===== src/rtl/drac_pkg.sv =====
// Shared DRAC tile constants and types for the HPM event path.
// Holds event counts and widths used as defaults by hpm_event_hub.
package drac_pkg;

    localparam int HPM_NUM_EVENTS = 40;
    localparam int HPM_EXT_INC_W  = 2;
    localparam int HPM_EXT_PEND_W = 6;

    typedef logic [HPM_EXT_INC_W-1:0] hpm_ext_inc_t;

endpackage


===== src/rtl/hpm_ext_drain.sv =====
// One external HPM event: pending counter, saturation, sticky loss flag.
// Ports: clk_i, tile_rstn, inc_i, gate_i, lost_clr_i -> event_o, lost_o, busy_o.
module hpm_ext_drain
    import drac_pkg::*;
#(
    parameter int INC_W  = HPM_EXT_INC_W,
    parameter int PEND_W = HPM_EXT_PEND_W
) (
    input  logic             clk_i,
    input  logic             tile_rstn,
    input  logic [INC_W-1:0] inc_i,
    input  logic             gate_i,
    input  logic             lost_clr_i,
    output logic             event_o,
    output logic             lost_o,
    output logic             busy_o
);

    localparam logic [PEND_W:0] SAT = {1'b0, {PEND_W{1'b1}}};

    logic [PEND_W-1:0] p_q;
    logic [PEND_W-1:0] p_d;
    logic              lost_q;
    logic              lost_d;
    logic              ev_q;
    logic              ev_d;

    logic [INC_W-1:0]  inc_eff;
    logic [PEND_W:0]   total;
    logic [PEND_W:0]   nxt;
    logic              sat;

    // While gated, incoming counts are discarded (not lost) and
    // the pending count is frozen because drain is also held off.
    always_comb begin
        inc_eff = gate_i ? '0 : inc_i;
        total   = {1'b0, p_q} + {{(PEND_W + 1 - INC_W){1'b0}}, inc_eff};
        ev_d    = (total != '0) && !gate_i;
        nxt     = total - {{PEND_W{1'b0}}, ev_d};
        sat     = nxt > SAT;
        p_d     = sat ? SAT[PEND_W-1:0] : nxt[PEND_W-1:0];
        // Set has priority over a coincident clear.
        lost_d  = sat | (lost_q & ~lost_clr_i);
    end

    always_ff @(posedge clk_i or negedge tile_rstn) begin
        if (!tile_rstn) begin
            p_q    <= '0;
            lost_q <= 1'b0;
            ev_q   <= 1'b0;
        end else begin
            p_q    <= p_d;
            lost_q <= lost_d;
            ev_q   <= ev_d;
        end
    end

    assign event_o = ev_q;
    assign lost_o  = lost_q;
    // p_q is the registered next-state, so this is a registered flag.
    assign busy_o  = (p_q != '0);

endmodule


===== src/rtl/hpm_event_hub.sv =====
// HPM event conditioning: registers core strobes, drains uncore bursts.
// Ports: clk_i, tile_rstn, int_events_i, ext_inc_i, debug_halted_i,
// lost_clr_i -> events_o, ext_lost_o, ext_busy_o.
// Optional: DEBUG_STOPCOUNT_EN stops counting while debug_halted_i.
module hpm_event_hub
    import drac_pkg::*;
#(
    parameter int NUM_INT_EVENTS = HPM_NUM_EVENTS,
    parameter int NUM_EXT_EVENTS = 4,
    parameter int INC_W          = HPM_EXT_INC_W,
    parameter int PEND_W         = HPM_EXT_PEND_W
) (
    input  logic                                   clk_i,
    input  logic                                   tile_rstn,
    input  logic [NUM_INT_EVENTS:1]                int_events_i,
    input  logic [NUM_EXT_EVENTS*INC_W-1:0]        ext_inc_i,
    input  logic                                   debug_halted_i,
    input  logic                                   lost_clr_i,
    output logic [NUM_INT_EVENTS+NUM_EXT_EVENTS:1] events_o,
    output logic [NUM_EXT_EVENTS-1:0]              ext_lost_o,
    output logic                                   ext_busy_o
);

    logic                      gate;
    logic [NUM_INT_EVENTS:1]   int_q;
    logic [NUM_INT_EVENTS:1]   int_d;
    logic [NUM_EXT_EVENTS-1:0] ext_ev;
    logic [NUM_EXT_EVENTS-1:0] ext_busy;

`ifdef DEBUG_STOPCOUNT_EN
    assign gate = debug_halted_i;
`else
    logic unused_debug_halted;
    assign unused_debug_halted = debug_halted_i;
    assign gate = 1'b0;
`endif

    always_comb begin
        int_d = gate ? '0 : int_events_i;
    end

    always_ff @(posedge clk_i or negedge tile_rstn) begin
        if (!tile_rstn) begin
            int_q <= '0;
        end else begin
            int_q <= int_d;
        end
    end

    for (genvar j = 0; j < NUM_EXT_EVENTS; j++) begin : g_ext
        hpm_ext_drain #(
            .INC_W  (INC_W),
            .PEND_W (PEND_W)
        ) u_drain (
            .clk_i      (clk_i),
            .tile_rstn  (tile_rstn),
            .inc_i      (ext_inc_i[j*INC_W +: INC_W]),
            .gate_i     (gate),
            .lost_clr_i (lost_clr_i),
            .event_o    (ext_ev[j]),
            .lost_o     (ext_lost_o[j]),
            .busy_o     (ext_busy[j])
        );
    end

    assign events_o   = {ext_ev, int_q};
    assign ext_busy_o = |ext_busy;

endmodule


===== config.mk =====
export PLATFORM = sky130hd
export DESIGN_NAME = hpm_event_hub
export DESIGN_NICKNAME = d
export VERILOG_FILES = /design/src/rtl/drac_pkg.sv /design/src/rtl/hpm_ext_drain.sv /design/src/rtl/hpm_event_hub.sv
export SDC_FILE = /design/constraint.sdc
export NUM_CORES = 1
export LEC_CHECK = 0
export ABC_AREA = 1
export CORE_MARGIN = 2
export CORE_UTILIZATION = 41
export CTS_CLUSTER_SIZE = 25
export DETAILED_ROUTE_END_ITERATION = 8
export PLACE_DENSITY = 0.71
export SLEW_MARGIN = 20
export SYNTH_ARGS = -nofsm -noshare
export SYNTH_HDL_FRONTEND = slang
export SYNTH_SLANG_ARGS = --single-unit

===== constraint.sdc =====
create_clock -name clk_i -period 3.7 [get_ports clk_i]
set_input_delay 0.37 -clock clk_i [delete_from_list [all_inputs] [get_ports clk_i]]
set_output_delay 0.37 -clock clk_i [all_outputs]
set_load 0.02 [all_outputs]

==> flow_summary.ini <==
[floorplanning]
ios = 101
die-height_um = 96.5
initial_core_util_pct = 42.5
core_mm2 = 0.00826
dieArea_mm2 = 0.00932
fp-row-count = 33
fp.dieW_um = 96.5

[final_layout]
layout_commonest_cell = clkdlybuf4s50_1
antenna_cells = 0
filler_cell_count = 717
final_cell_mix = clkdlybuf4s50_1, nand2_1, dfrtp_1
stdcell_area_mm2 = 0.00477
nets = 571
drive_gt1_share_pct = 8.95
syn_to_final_growth_pct = 35.9

[logic_synthesis]
syn_area_per_cell_um2 = 8.86
synth_xor_area_share_pct = 1.25
netlist_area_mm2 = 0.00351
ys_seq_area_share_pct = 51.3
synth.area.mux_share_pct = 0
synth_nets = 468
synth-seq-cells = 72
synthAdderAreaFrac_pct = 7.99
yosys.area_share.simple_pct = 29.1
ys_warn_count = 0
synthDistinctLibCells = 20
synth_top_family_by_area = simple AND/OR/NAND/NOR gates
syn_inst = 396
synth_compound_area_share_pct = 1.75

[clocking]
clock_path_buffers = 2
cts_sinks = 72
cts_hold_buffers = 1
cts_tree = yes
clock_latency_ns = 0.33
cts-root-buf = clkbuf_8
cts_setup_buffers = 0
clk_pin_slew_worst_paths_ns = 0.08
postCtsResizedCells = 0
cts_made_buffers = 9
htreeDepth = 3

[detailed_routing]
finalWirelength_mm = 7.57
drtIter0Drc = 134
wl_per_cell_um = 12.4
antenna_left = 0
drc = 0
drtPass1Iterations = 5
viasPerCell = 4.74
vias = 2883

[power]
max-vdd-ir-drop_v = 0.000317
power_density_mw_per_mm2 = 712
p_leak_nw = 2.30

[worst_setup_path]
cp-end-kind = flip-flop
worst-endpoint-required_ns = 3.90
startpoint_type = input port
crit_fanout = 6
r2r_cells = 17
critPathArrivalTime_ns = 3.26
path_class = input port to flip-flop

[worst_hold_path]
hold_class = input port to flip-flop
hold_path_depth = 1

[timing]
max_freq_mhz = 327
tightest_slew_ns = 0.507
fin_crit_sh_pct = 82.7
slew_headroom_pct = 66.2
setup_violations = 0
fin_crit_ns = 3.06
rsz0062_at_grt = false
fin_skew_ns = 0.0109
setup_tns_ns = 0
slew_viol_final = 0
final-hold-violation-count = 0

[place]
io_buffers = 99
hpwl_mm = 5.96
place_area_mm2 = 0.00457
routabilityCongestion = 0.845

[global_route]
grt_overflow = 0
antenna_found_initial = 0
grt_max_degree = 35
track_usage_pct = 17.6
grt_pass1_wl_mm = 12.5
grt_pass1_vias = 2831

[job]
maxCapViolCount = 0

[run_status]
status = complete, no violations
[final cells by class]
cell class / instances / area [µm²] / area share, %
Multi-Input combinational cell: 254 / 1410 / 29.5
Clock inverter: 6 / 67.6 / 1.42
Clock buffer: 9 / 124 / 2.60
Timing Repair Buffer: 102 / 1010 / 21.2
Tap cell: 105 / 131 / 2.76
Inverter: 60 / 225 / 4.72
Sequential cell: 72 / 1800 / 37.8
[sequential cells by signal (all words and copies together) (netlist names)]
register and cells:
g_ext.u_drain.p_q 24, g_ext.u_drain.lost_o 4, int_q 40, g_ext.u_drain.event_o 4
[final timing paths]
kind	slack (ns)	to	from
max	0.64	g_ext[0].u_drain.p_q[5]	ext_inc_i[0]
min	0.46	int_q[11]	int_events_i[11]
max reg2reg	0.73	g_ext[0].u_drain.p_q[5]	g_ext[0].u_drain.p_q[0]
min reg2reg	0.51	g_ext[3].u_drain.lost_o	g_ext[3].u_drain.lost_o
max in group asynchronous	2.33	g_ext[0].u_drain.p_q[2]	tile_rstn
min in group asynchronous	0.55	int_q[25]	tile_rstn
[logic make-up (layout without fill, tap and decap cells)]
| group | count (synthesis) | after routing |
|---|---|---|
| AOI/OAI and AO/OA | 10 | 10 |
| DFF | 72 | 72 |
| and+or+nand+nor | 219 | 219 |
| xor gates and xnor gates | 5 | 5 |
| buffers and inverters | 70 | 177 |
| adders and majority gates | 20 | 20 |
[critical path, stage by stage]
cell	delay [ns]
clkdlybuf4s50_1	0.46
ha_1	0.18
inv_1	0.06
fa_1	0.40
inv_1	0.10
nand3_1	0.09
nor3_1	0.29
inv_1	0.13
nand4_1	0.14
ha_1	0.18
ha_1	0.17
inv_1	0.05
nor2_2	0.13
inv_1	0.06
nor2_1	0.09
nand3_1	0.07
nand2_1	0.17
nand3_1	0.10
[layer usage]
layer	wire (µm)	up-vias	global-route usage, %
li1	-	1458	-
met1	3150	1325	21.3
met2	3650	96	28.1
met3	701	4	7.91
met4	65	0	5.87
met5	0	-	0
[cells in the mapped netlist]
cell | n | area share, %
buf_4 | 10 | 2.1
nand3_1 | 66 | 9.4
inv_1 | 57 | 6.1
nand2_1 | 93 | 9.9
a21oi_1 | 6 | 0.86
nand3_2 | 5 | 1.4
nor2_1 | 20 | 2.1
ha_1 | 16 | 5.7
o21ai_0 | 3 | 0.43
nor4_1 | 4 | 0.71
nand2_2 | 11 | 2.0
fa_1 | 4 | 2.3
dfrtp_1 | 72 | 51
nor2_2 | 7 | 1.2
inv_2 | 3 | 0.32
xor2_1 | 5 | 1.2
nand4_1 | 8 | 1.4
nand3b_1 | 2 | 0.43
nor3_1 | 3 | 0.43
o21ai_4 | 1 | 0.46
[power by group]
part	switching, mW	internal, mW
clock network	0.286	0.311
logic	0.984	0.651
registers	0.185	0.980
[through the flow]
| stage | worst slack, ns | power [mW] | std cells | hold WS, ns | util (%) |
|---|---|---|---|---|---|
| final | 0.638 | 3.40 | 608 | 0.464 | 57.7 |
| after global placement | 0.371 | 2.75 | 592 | 0.370 | 55.3 |
| after floorplan | 1.11 | 2.39 | 396 | 0.0744 | - |
| after global routing | 0.254 | 3.73 | 608 | 0.444 | 57.7 |
| after detailed placement | 0.296 | 2.81 | 592 | 0.371 | 55.3 |
| after CTS | 0.657 | 3.44 | 608 | 0.443 | 57.7 |
Note: power is estimated with default switching activity, not from simulation.
